--- src/rtl/player_action_ctrl_if.sv ---
// Signal bundle between a fighter's controller and its environment.
// SCEN is a one-clk frame strobe; outputs update on the clk after the SCEN edge.
interface player_action_ctrl_if;
    logic       SCEN;
    logic       btn_left;
    logic       btn_right;
    logic       btn_jump;
    logic       atk1_sw;
    logic       atk2_sw;
    logic       attack_busy;
    logic       jump_active;
    logic       hit_in;
    logic [7:0] hit_dmg;

    logic       move_enable;
    logic       move_left;
    logic       move_right;
    logic       jump;
    logic       attack_enable;
    logic       attack1;
    logic       attack2;
    logic [7:0] health;
    logic       stunned;
    logic       ko;
    logic [2:0] state;

    modport master (
        output SCEN, btn_left, btn_right, btn_jump, atk1_sw, atk2_sw,
               attack_busy, jump_active, hit_in, hit_dmg,
        input  move_enable, move_left, move_right, jump, attack_enable,
               attack1, attack2, health, stunned, ko, state
    );

    modport slave (
        input  SCEN, btn_left, btn_right, btn_jump, atk1_sw, atk2_sw,
               attack_busy, jump_active, hit_in, hit_dmg,
        output move_enable, move_left, move_right, jump, attack_enable,
               attack1, attack2, health, stunned, ko, state
    );
endinterface

--- src/rtl/player_action_ctrl.sv ---
// Per-fighter action sequencer: frame-rate FSM arbitrating hit > attack > move,
// single-shot attack commands, health tracking and KO.
module player_action_ctrl #(
    parameter logic [7:0] MAX_HEALTH     = 8'd100,
    parameter logic [7:0] HITSTUN_FRAMES = 8'd20,
    parameter logic [7:0] ATK_COOLDOWN   = 8'd8
) (
    input  logic                 clk,
    input  logic                 reset_n,
    player_action_ctrl_if.slave  bus
);

    typedef enum logic [2:0] {
        S_IDLE     = 3'd0,
        S_ATTACK   = 3'd1,
        S_COOLDOWN = 3'd2,
        S_HITSTUN  = 3'd3,
        S_KO       = 3'd4
    } state_t;

    state_t     r_state, w_state_nxt;
    logic [7:0] r_cnt, w_cnt_nxt;
    logic [7:0] r_health, w_health_nxt, w_health_hit;
    logic [7:0] r_dmg, w_dmg;
    logic       r_sw1_q, r_sw2_q;
    logic       r_pend1, r_pend2, r_pend_hit;
    logic       w_pend1, w_pend2, w_pend_hit;
    logic       w_hit_take;
    logic       r_atk1, r_atk2, w_atk1_nxt, w_atk2_nxt;
    logic       w_en_nxt;
    logic       r_move_en, r_move_left, r_move_right, r_jump;
    logic       r_stunned, r_ko;

    // Pendings include an edge/hit arriving on the SCEN clk itself so none is lost.
    always_comb begin
        w_pend1      = r_pend1 | (bus.atk1_sw & ~r_sw1_q);
        w_pend2      = r_pend2 | (bus.atk2_sw & ~r_sw2_q);
        w_pend_hit   = r_pend_hit | bus.hit_in;
        w_dmg        = bus.hit_in ? bus.hit_dmg : r_dmg;
        w_health_hit = (w_dmg >= r_health) ? 8'd0 : (r_health - w_dmg);
        w_hit_take   = bus.SCEN && w_pend_hit &&
                       (r_state == S_IDLE || r_state == S_ATTACK || r_state == S_COOLDOWN);
    end

    always_comb begin
        w_state_nxt  = r_state;
        w_cnt_nxt    = r_cnt;
        w_health_nxt = r_health;
        w_atk1_nxt   = r_atk1;
        w_atk2_nxt   = r_atk2;
        if (bus.SCEN) begin
            w_atk1_nxt = 1'b0;
            w_atk2_nxt = 1'b0;
        end
        if (w_hit_take) begin
            w_health_nxt = w_health_hit;
            if (w_health_hit == 8'd0) begin
                w_state_nxt = S_KO;
                w_cnt_nxt   = 8'd0;
            end else begin
                w_state_nxt = S_HITSTUN;
                w_cnt_nxt   = HITSTUN_FRAMES;
            end
        end else if (bus.SCEN) begin
            case (r_state)
                S_IDLE: begin
                    if ((w_pend1 || w_pend2) && !bus.jump_active) begin
                        w_atk1_nxt  = w_pend1;
                        w_atk2_nxt  = ~w_pend1;
                        w_state_nxt = S_ATTACK;
                    end
                end
                S_ATTACK: begin
                    if (!bus.attack_busy) begin
                        if (ATK_COOLDOWN == 8'd0) begin
                            w_state_nxt = S_IDLE;
                        end else begin
                            w_state_nxt = S_COOLDOWN;
                            w_cnt_nxt   = ATK_COOLDOWN;
                        end
                    end
                end
                S_COOLDOWN, S_HITSTUN: begin
                    if (r_cnt <= 8'd1) begin
                        w_state_nxt = S_IDLE;
                        w_cnt_nxt   = 8'd0;
                    end else begin
                        w_cnt_nxt = r_cnt - 8'd1;
                    end
                end
                S_KO: begin
                    w_health_nxt = 8'd0;
                end
                default: begin
                    w_state_nxt = S_IDLE;
                end
            endcase
        end
        w_en_nxt = (w_state_nxt == S_IDLE) || (w_state_nxt == S_ATTACK) ||
                   (w_state_nxt == S_COOLDOWN);
    end

    always_ff @(posedge clk or negedge reset_n) begin
        if (!reset_n) begin
            r_state      <= S_IDLE;
            r_cnt        <= 8'd0;
            r_health     <= MAX_HEALTH;
            r_dmg        <= 8'd0;
            r_sw1_q      <= 1'b0;
            r_sw2_q      <= 1'b0;
            r_pend1      <= 1'b0;
            r_pend2      <= 1'b0;
            r_pend_hit   <= 1'b0;
            r_atk1       <= 1'b0;
            r_atk2       <= 1'b0;
            r_move_en    <= 1'b0;
            r_move_left  <= 1'b0;
            r_move_right <= 1'b0;
            r_jump       <= 1'b0;
            r_stunned    <= 1'b0;
            r_ko         <= 1'b0;
        end else begin
            r_state      <= w_state_nxt;
            r_cnt        <= w_cnt_nxt;
            r_health     <= w_health_nxt;
            r_dmg        <= w_dmg;
            r_sw1_q      <= bus.atk1_sw;
            r_sw2_q      <= bus.atk2_sw;
            // Every SCEN consumes or discards whatever was pending this frame.
            r_pend1      <= w_pend1 & ~bus.SCEN;
            r_pend2      <= w_pend2 & ~bus.SCEN;
            r_pend_hit   <= w_pend_hit & ~bus.SCEN;
            r_atk1       <= w_atk1_nxt;
            r_atk2       <= w_atk2_nxt;
            r_move_en    <= w_en_nxt;
            r_move_left  <= bus.btn_left & ~bus.btn_right & w_en_nxt;
            r_move_right <= bus.btn_right & ~bus.btn_left & w_en_nxt;
            r_jump       <= bus.btn_jump & w_en_nxt;
            r_stunned    <= (w_state_nxt == S_HITSTUN);
            r_ko         <= (w_state_nxt == S_KO);
        end
    end

    assign bus.state         = r_state;
    assign bus.health        = r_health;
    assign bus.move_enable   = r_move_en;
    assign bus.attack_enable = r_move_en;
    assign bus.move_left     = r_move_left;
    assign bus.move_right    = r_move_right;
    assign bus.jump          = r_jump;
    assign bus.attack1       = r_atk1;
    assign bus.attack2       = r_atk2;
    assign bus.stunned       = r_stunned;
    assign bus.ko            = r_ko;

endmodule
--- src/flat_wrapper.sv ---
// flat-port wrapper written by rule: the top's interface ports become plain ports
module player_action_ctrl_flat 
#(
    parameter logic [7:0] MAX_HEALTH     = 8'd100,
    parameter logic [7:0] HITSTUN_FRAMES = 8'd20,
    parameter logic [7:0] ATK_COOLDOWN   = 8'd8
)
  (clk, reset_n, bus_SCEN, bus_btn_left, bus_btn_right, bus_btn_jump, bus_atk1_sw, bus_atk2_sw, bus_attack_busy, bus_jump_active, bus_hit_in, bus_hit_dmg, bus_move_enable, bus_move_left, bus_move_right, bus_jump, bus_attack_enable, bus_attack1, bus_attack2, bus_health, bus_stunned, bus_ko, bus_state);
  player_action_ctrl_if bus_i ();
  input  logic clk;
  input  logic reset_n;
  input wire logic [$bits(bus_i.SCEN)-1:0] bus_SCEN;
  input wire logic [$bits(bus_i.btn_left)-1:0] bus_btn_left;
  input wire logic [$bits(bus_i.btn_right)-1:0] bus_btn_right;
  input wire logic [$bits(bus_i.btn_jump)-1:0] bus_btn_jump;
  input wire logic [$bits(bus_i.atk1_sw)-1:0] bus_atk1_sw;
  input wire logic [$bits(bus_i.atk2_sw)-1:0] bus_atk2_sw;
  input wire logic [$bits(bus_i.attack_busy)-1:0] bus_attack_busy;
  input wire logic [$bits(bus_i.jump_active)-1:0] bus_jump_active;
  input wire logic [$bits(bus_i.hit_in)-1:0] bus_hit_in;
  input wire logic [$bits(bus_i.hit_dmg)-1:0] bus_hit_dmg;
  output wire logic [$bits(bus_i.move_enable)-1:0] bus_move_enable;
  output wire logic [$bits(bus_i.move_left)-1:0] bus_move_left;
  output wire logic [$bits(bus_i.move_right)-1:0] bus_move_right;
  output wire logic [$bits(bus_i.jump)-1:0] bus_jump;
  output wire logic [$bits(bus_i.attack_enable)-1:0] bus_attack_enable;
  output wire logic [$bits(bus_i.attack1)-1:0] bus_attack1;
  output wire logic [$bits(bus_i.attack2)-1:0] bus_attack2;
  output wire logic [$bits(bus_i.health)-1:0] bus_health;
  output wire logic [$bits(bus_i.stunned)-1:0] bus_stunned;
  output wire logic [$bits(bus_i.ko)-1:0] bus_ko;
  output wire logic [$bits(bus_i.state)-1:0] bus_state;
  assign bus_i.SCEN = bus_SCEN;
  assign bus_i.btn_left = bus_btn_left;
  assign bus_i.btn_right = bus_btn_right;
  assign bus_i.btn_jump = bus_btn_jump;
  assign bus_i.atk1_sw = bus_atk1_sw;
  assign bus_i.atk2_sw = bus_atk2_sw;
  assign bus_i.attack_busy = bus_attack_busy;
  assign bus_i.jump_active = bus_jump_active;
  assign bus_i.hit_in = bus_hit_in;
  assign bus_i.hit_dmg = bus_hit_dmg;
  assign bus_move_enable = bus_i.move_enable;
  assign bus_move_left = bus_i.move_left;
  assign bus_move_right = bus_i.move_right;
  assign bus_jump = bus_i.jump;
  assign bus_attack_enable = bus_i.attack_enable;
  assign bus_attack1 = bus_i.attack1;
  assign bus_attack2 = bus_i.attack2;
  assign bus_health = bus_i.health;
  assign bus_stunned = bus_i.stunned;
  assign bus_ko = bus_i.ko;
  assign bus_state = bus_i.state;
  player_action_ctrl #(.MAX_HEALTH(MAX_HEALTH), .HITSTUN_FRAMES(HITSTUN_FRAMES), .ATK_COOLDOWN(ATK_COOLDOWN)) u_core (.clk(clk), .reset_n(reset_n), .bus(bus_i));
endmodule
--- config.mk ---
export PLATFORM = sky130hd
export DESIGN_NAME = player_action_ctrl_flat
export DESIGN_NICKNAME = d
export VERILOG_FILES = /design/src/rtl/player_action_ctrl_if.sv /design/src/rtl/player_action_ctrl.sv /design/src/flat_wrapper.sv
export SDC_FILE = /design/constraint.sdc
export NUM_CORES = 1
export LEC_CHECK = 0
export ABC_AREA = 1
export CAP_MARGIN = 15
export CORE_MARGIN = 2
export CORE_UTILIZATION = 30
export DETAILED_ROUTE_END_ITERATION = 10
export PLACE_DENSITY = 0.49
export SLEW_MARGIN = 40
export SYNTH_ARGS = -nofsm -noshare
export SYNTH_HDL_FRONTEND = slang
export SYNTH_SLANG_ARGS = --single-unit
--- constraint.sdc ---
create_clock -name clk -period 2.65 [get_ports clk]
set_clock_uncertainty 0.15 [all_clocks]
set_input_delay 0.6625 -clock clk [delete_from_list [all_inputs] [get_ports clk]]
set_output_delay 0.6625 -clock clk [all_outputs]
set_load 0.005 [all_outputs]
==> tab_implementation.tex, run 1 <==
\begin{tabular}{lr}
\hline
Metric & Value \\
\hline
\multicolumn{2}{l}{\textbf{Finish}} \\
\quad Layout cells sized above 1 & a little over a third \\
\quad Synth-to-Final Area Change & 51.9\% \\
\quad Filler cells & roughly 780 \\
\quad Net count, final & about 400 \\
\quad Finished Cell Area & 3620 um\^{}2 \\
\quad Inserted Diodes & 0 \\
\multicolumn{2}{l}{\textbf{Drt}} \\
\quad Number of DRC violations after detailed-routing iteration 0 & between 90 and 100 \\
\quad Vias after detailed routing & between 2000 and 2500 \\
\quad Post-route antenna net violation count & 0 \\
\quad Via density per instance & $\sim$4.5 \\
\quad DRC violation count after routing & 0 \\
\quad First-pass detailed-route iteration total & 4 \\
\quad Avg WL per Cell & about 12 um \\
\quad Total detailed-routing wirelength & 5920 um \\
\multicolumn{2}{l}{\textbf{Global route}} \\
\quad First-pass GRT wire length & between 9000 and 10000 um \\
\quad Number of global-route vias before repair & between 2000 and 2500 \\
\quad GR Overflow Total & 0 \\
\quad Global-route total usage across every layer & 14.6\% \\
\quad Antenna violations before repair & 0 \\
\quad Largest net degree at the start of global routing & 41 \\
\multicolumn{2}{l}{\textbf{Clocking}} \\
\quad Maximum count of clock buffers along a single path & 2 \\
\quad Skew-Pair Late Insertion Delay & 0.30 ns \\
\quad Maximum level of the CTS H-tree & 2 \\
\quad CTS Root Cell & clkbuf\_8 \\
\quad Clock-pin slew reported for the worst setup and hold paths after clock tree synthesis & roughly 0.08 ns \\
\quad Number of hold buffers added after CTS & 0 \\
\quad CTS tree & yes \\
\quad Number of clock sinks seen by CTS & 40 \\
\quad Inserted Clock Buffers & 5 \\
\multicolumn{2}{l}{\textbf{Yosys}} \\
\quad Dominant cell type by area after synthesis & dfrtp\_1 \\
\quad Synth top area share & approximately 39\% \\
\quad Total of flip-flops plus latches after synthesis & 40 \\
\quad Most frequent cell after synthesis & nand2\_1 \\
\quad Cell count after synthesis & 297 \\
\quad Area of the mapped netlist & between 2000 and 2500 um\^{}2 \\
\quad Seq/Total Area, Yosys & roughly 42\% \\
\quad Ys async rst share & 100\% \\
\quad Average instance area after synthesis & $\sim$8.0 um\^{}2 \\
\quad Top post-synthesis cells by count & nand2\_1, inv\_1, dfrtp\_1 \\
\quad Ranking of synthesized cells by area & dfrtp\_1, nand2\_1, inv\_1 \\
\quad Synth Net Count & 327 \\
\quad Number of distinct library cell variants in the gate-level netlist after synthesis & 39 \\
\quad Primary FF master, synth & dfrtp\_1 \\
\quad Number of enable flip-flop cells after synthesis & 0 \\
\quad Warning count from the yosys run & 0 \\
\multicolumn{2}{l}{\textbf{Timing}} \\
\quad Slew Limit Headroom & 66.4\% \\
\quad Maximum clock frequency & between 300 and 400 MHz \\
\quad Post-layout minimum cycle time & roughly 2.5 ns \\
\quad Final hold viol count & 0 \\
\quad Part of the cycle the worst path needs & between 90\% and 100\% \\
\quad Actual slew at the worst max-slew pin & approximately 0.5 ns \\
\quad \# setup viols final & 0 \\
\quad Max-slew violation count & 0 \\
\quad Unrepaired setup endpoints after global routing & no \\
\multicolumn{2}{l}{\textbf{Critical path}} \\
\quad Crit path required time & $\sim$2.7 ns \\
\quad End of the worst register-to-register path & u\_core.bus.move\_right \\
\quad Critical path's most frequent cell & nand2\_4 \\
\quad Kind of launch point of the worst setup path & input port \\
\quad Origin of the critical flop-to-flop path & u\_core.bus.health[0] \\
\quad Data arrival time of the critical path & 2.61 ns \\
\quad CP peak stage delay & $\sim$0.36 ns \\
\quad Max stage delay cell, worst path & fa\_2 \\
\quad Setup crit end kind & flop \\
\quad Flop-to-flop setup slack & between 0.3 and 0.4 ns \\
\quad Worst setup path category & in2reg \\
\quad Worst Reg-to-Reg Cells & 15 \\
\quad Cells along the critical path & dlygate4sd2\_1 > nand2\_1 > nand2\_4 > ha\_4 > inv\_2 > fa\_2 > nand2\_2 > nand2\_4 > nand3\_4 > nand2\_4 > nand2\_8 > nor2\_4 > nor2\_2 > nand3\_2 > nand2\_4 > o211ai\_4 > nor2\_1 \\
\quad Critical Path Fanout Max & 6 \\
\multicolumn{2}{l}{\textbf{Die}} \\
\quad Ports placed on the boundary & 39 \\
\quad Core region area & about 7700 um\^{}2 \\
\quad Area enclosed by the die boundary & approximately 8700 um\^{}2 \\
\quad Die Height & between 90 and 100 um \\
\quad Number of rows created at floorplan & 32 \\
\quad Initial standard-cell utilization of the core & between 30\% and 40\% \\
\quad Die Span X & 93.2 um \\
\multicolumn{2}{l}{\textbf{Placed design}} \\
\quad RD Place Congestion & between 0.8 and 0.9 \\
\quad Number of buffers added on ports & 38 \\
\quad Placed wire-length estimate & around 4400 um \\
\quad Area after detailed placement & between 3000 and 4000 um\^{}2 \\
\multicolumn{2}{l}{\textbf{Worst hold path}} \\
\quad Hold WC Path Type & in2async \\
\multicolumn{2}{l}{\textbf{Power}} \\
\quad Total power divided by cell area & $\sim$420 nW/um\^{}2 \\
\quad Peak VDD IR & 0.233 mV \\
\quad Leakage power & between 1.5 and 2 nW \\
\quad Total power draw & about 1.5 mW \\
\multicolumn{2}{l}{\textbf{Flow run}} \\
\quad Number of violations of the max-capacitance limit & 0 \\
\multicolumn{2}{l}{\textbf{Run status}} \\
\quad Outcome & completed \\
\hline
\end{tabular}
==> cell type report <==
| class | count | area (um^2) | share of cell area [%] |
|---|---|---|---|
| multi-input combinational | 200 | 1530 | 42.3 |
| clock inverter | 2 | 10.0 | 0.276 |
| tap | 102 | 128 | 3.52 |
| sequential | 40 | 1000 | 27.7 |
| inverter | 54 | 210 | 5.80 |
| clock buffer | 6 | 82.6 | 2.28 |
| timing repair buffer | 72 | 653 | 18.0 |
==> critical path: cells and delay by family <==
family          cells  cell delay (ns)
compound gates      1             0.12
fa+ha+maj           2             0.48
buf+inv             2             0.23
simple gates       12             1.10
==> placed cells by master, fill, tap and decap left out, drive strengths merged, types with 3 or more instances in the layout <==
cell           netlist  final
dlygate4sd2          0      3
clkbuf               1      6
buf                  2     36
o21ai               23     23
dfstp                3      3
dfrtp               37     37
nand2               76     76
xor2                 4      4
nor3                 3      3
or2                  9      9
ha                  10     10
clkdlybuf4s50        0     28
inv                 54     54
a21oi               11     11
dlymetal6s2s         0      5
nor2                28     28
nand3               18     18
==> state kept, by name, indices dropped and copies added (netlist names), 3 cells and up, named ones only <==
| register | cells |
|---|---|
| u_core.bus.health | 8 |
| u_core.r_dmg | 8 |
| u_core.bus.state | 3 |
| u_core.r_cnt | 8 |
==> where the power goes <==
| part | switching (mW) | leakage, nW | internal, mW |
|---|---|---|---|
| registers | 0.0421 | 0.496 | 0.663 |
| logic | 0.208 | 1.23 | 0.178 |
| clock network | 0.223 | 0.0510 | 0.208 |
| total | 0.473 | 1.78 | 1.05 |
==> worst max path at each step <==
stage                    from               endpoint  cells past startpoint
3_5_place_dp       bus_hit_in        u_core.bus.jump                     18
2_1_floorplan      bus_hit_in        u_core.bus.jump                     15
6_report       bus_hit_dmg[0]  u_core.bus.move_right                     17
4_1_cts        bus_hit_dmg[6]   u_core.bus.move_left                     15
5_1_grt            bus_hit_in   u_core.bus.move_left                     18
3_3_place_gp       bus_hit_in        u_core.bus.jump                     18
==> metal layers <==
metal / track usage, % / share of wire, % / wire length [um]
met1: 17.3 / 43 / 2550
met2: 26.6 / 51 / 3040
met4: 4.41 / 1.3 / 77
met5: 0 / 0 / 0
met3: 2.98 / 4.4 / 259
==> logic make-up after synthesis <==
group / count (synthesis) / share of synthesized area, %
flip-flops: 40 / 42.1
adder cells (fa/ha/maj): 11 / 6.09
AND/OR/NAND/NOR: 139 / 28.8
AO/OA/AOI/OAI: 46 / 12.4
buffers and inverters: 57 / 9.18
XOR/XNOR: 4 / 1.47
==> metrics by stage <==
stage	setup TNS, ns	hold WS, ns	utilization [%]	setup slack [ns]	std cells
after floorplan	-0.0116	0.217	-	-0.0116	297
after global placement	-9.45	0.306	41.1	-0.698	460
after detailed placement	-10.27	0.309	41.1	-0.742	460
final	0	0.174	46.9	0.127	476
after CTS	0	0.181	45.1	0.00140	473
after global routing	0	0.200	46.9	0.0118	476
==> timing repair <==
action,CTS,global route
setup buffers,5,4
setup endpoints to repair,19,9
hold endpoints to repair,0,0
resized for setup,35,32
pin swaps,38,44
Note: power is estimated with default switching activity, not from simulation.
==> run 2, diff against run 1 <==
SETUP_SLACK_MARGIN = 0.02   (was default)
==> tab_implementation.tex, run 2 (synthesis results as in run 1) <==
\begin{tabular}{lr}
\hline
Metric & Value \\
\hline
\multicolumn{2}{l}{\textbf{Finish}} \\
\quad Most common cell after layout, fill and taps aside & nand2\_1 \\
\quad Net count, final & around 400 \\
\quad Highest-count cells in the layout ignoring fill and taps & nand2\_1, inv\_1, dfrtp\_1 \\
\quad Finished Cell Area & between 3000 and 4000 um\^{}2 \\
\quad Filler cells & 758 \\
\quad Synth-to-Final Area Change & 50.1\% \\
\quad Layout cells sized above 1 & roughly a third \\
\quad Inserted Diodes & 0 \\
\multicolumn{2}{l}{\textbf{Drt}} \\
\quad DRC violation count after routing & 0 \\
\quad Met3 wire length & around 210 um \\
\quad Met1 routed wirelength after detailed routing & 2640 um \\
\quad Number of DRC violations after detailed-routing iteration 0 & 94 \\
\quad Avg WL per Cell & $\sim$12 um \\
\quad Vias after detailed routing & between 2000 and 2500 \\
\quad Post-route antenna net violation count & 0 \\
\quad Max layer used & met4 \\
\quad Via density per instance & 4.44 \\
\quad Total detailed-routing wirelength & between 5000 and 6000 um \\
\quad Met2 wire len & between 2000 and 3000 um \\
\quad First-pass detailed-route iteration total & 4 \\
\multicolumn{2}{l}{\textbf{Critical path}} \\
\quad Data arrival time of the critical path & approximately 2.6 ns \\
\quad CP peak stage delay & around 0.25 ns \\
\quad Gate family responsible for the most delay along the worst path & simple AND/OR/NAND/NOR gates \\
\quad Worst setup path category & in2reg \\
\quad Buffer and inverter count on the worst path & 1 \\
\quad Max stage delay cell, worst path & or2\_4 \\
\quad Critical Path Fanout Max & 6 \\
\quad Crit path required time & around 2.7 ns \\
\quad Kind of launch point of the worst setup path & input port \\
\quad Setup crit end kind & flop \\
\quad Cells along the critical path & dlygate4sd2\_1 > or2\_4 > o21ai\_4 > ha\_4 > or2\_4 > nand3b\_1 > nand3b\_1 > nand2\_2 > nor2\_4 > nor2\_2 > nand3\_2 > nand2\_4 > o211ai\_4 > nor2\_1 \\
\multicolumn{2}{l}{\textbf{Power}} \\
\quad Total power divided by cell area & roughly 420 nW/um\^{}2 \\
\quad Leakage power & approximately 1.8 nW \\
\quad Peak VDD IR & about 0.28 mV \\
\multicolumn{2}{l}{\textbf{Global route}} \\
\quad Largest net degree at the start of global routing & 22 \\
\quad Global-route total usage across every layer & roughly 14\% \\
\quad Antenna violations before repair & 0 \\
\quad Number of global-route vias before repair & 2130 \\
\quad First-pass GRT wire length & between 9000 and 10000 um \\
\quad GR Overflow Total & 0 \\
\multicolumn{2}{l}{\textbf{Clocking}} \\
\quad Number of hold buffers added after CTS & 0 \\
\quad CTS Root Cell & clkbuf\_8 \\
\quad Number of clock sinks seen by CTS & 40 \\
\quad Skew-Pair Late Insertion Delay & roughly 0.29 ns \\
\quad Maximum count of clock buffers along a single path & 2 \\
\quad CTS tree & yes \\
\quad Maximum level of the CTS H-tree & 2 \\
\quad Inserted Clock Buffers & 5 \\
\quad Clock-pin slew reported for the worst setup and hold paths after clock tree synthesis & around 0.080 ns \\
\multicolumn{2}{l}{\textbf{Timing}} \\
\quad Maximum clock frequency & between 300 and 400 MHz \\
\quad Part of the cycle the worst path needs & between 90\% and 100\% \\
\quad Max-slew violation count & 0 \\
\quad Slew Limit Headroom & 67.2\% \\
\quad Final hold viol count & 0 \\
\quad Final Hold Slack & around 0.18 ns \\
\quad Actual slew at the worst max-slew pin & roughly 0.5 ns \\
\quad Unrepaired setup endpoints after global routing & no \\
\quad Post-layout minimum cycle time & 2.50 ns \\
\quad \# setup viols final & 0 \\
\multicolumn{2}{l}{\textbf{Flow run}} \\
\quad Number of violations of the max-capacitance limit & 0 \\
\multicolumn{2}{l}{\textbf{Placed design}} \\
\quad Placed wire-length estimate & 4380 um \\
\quad Number of buffers added on ports & 38 \\
\quad Area after detailed placement & about 3200 um\^{}2 \\
\quad RD Place Congestion & 0.864 \\
\multicolumn{2}{l}{\textbf{Die}} \\
\quad Number of rows created at floorplan & 32 \\
\quad Area enclosed by the die boundary & between 8000 and 9000 um\^{}2 \\
\quad Die Height & $\sim$93 um \\
\quad Ports placed on the boundary & 39 \\
\quad Core region area & a little under 8000 um\^{}2 \\
\quad Die Span X & just over 90 um \\
\quad Initial standard-cell utilization of the core & 30.9\% \\
\multicolumn{2}{l}{\textbf{Worst hold path}} \\
\quad Hold WC Path Type & in2async \\
\multicolumn{2}{l}{\textbf{Run status}} \\
\quad Outcome & completed \\
\hline
\end{tabular}
## run 2: cell count changes in the layout (fill, tap and decap cells not counted), sizes merged
| cell | change |
|---|---|
| dlymetal6s2s | -3 |
| buf | -1 |
| clkbuf | +1 |
| dlygate4sd2 | +2 |
## run 2: per-stage QoR
step / instances / total power [mW] / utilization [%] / setup WS (ns) / TNS [ns]
after floorplan: 297 / 0.928 / - / -0.0116 / -0.0116
after global placement: 460 / 1.04 / 41.1 / -0.782 / -10.92
after detailed placement: 460 / 1.05 / 41.1 / -0.782 / -11.05
after CTS: 474 / 1.51 / 45.6 / 0.0207 / 0
after global routing: 475 / 1.60 / 46.3 / 0.0282 / 0
final: 475 / 1.50 / 46.3 / 0.146 / 0
## run 2: layout make-up
class                      count  area (um^2)  area share (%)
multi-input combinational    200         1510            42.3
sequential                    40         1000            28.1
timing repair buffer          71          631            17.6
inverter                      54          210            5.87
tap                          102          128            3.57
clock buffer                   6         82.6            2.31
clock inverter                 2         10.0           0.280
## run 2: repair_timing
| action | 4_1_cts | 5_1_grt |
|---|---|---|
| endpoints found under the setup margin | 19 | 11 |
| pin swaps | 42 | 22 |
| gates resized for setup | 47 | 16 |
| buffers inserted | 6 | 1 |
## run 2: worst paths after layout
check	cells after the start	start	slack, ns	to
worst max-delay path	14	bus_hit_dmg[3]	0.15	u_core.bus.move_right
worst min-delay path	1	reset_n	0.18	u_core.r_dmg[2]
worst max register to register	15	u_core.bus.health[0]	0.37	u_core.bus.move_right
worst min register to register	2	flop	0.34	flop
max in group asynchronous	2	reset_n	1.62	u_core.bus.health[6]
min in group clk	2	flop	0.34	flop
## run 2: worst register-to-register path: cells and delay by family, from the launching register on
kind            cells  cell delay [ns]
buf+inv             2             0.12
compound gates      1             0.11
flops               1             0.40
fa+ha+maj           2             0.48
simple gates       10             0.96
## run 2: per-layer routing
metal	vias up	global-route usage (%)
met5	-	0
met4	0	2.94
met3	5	2.90
met2	26	25.0
met1	986	18.6
li1	1092	-
## run 2: power by group
group	internal, mW	switching (mW)
sequential	0.663	0.0413
combinational	0.175	0.199
clock	0.208	0.215
total	1.05	0.455
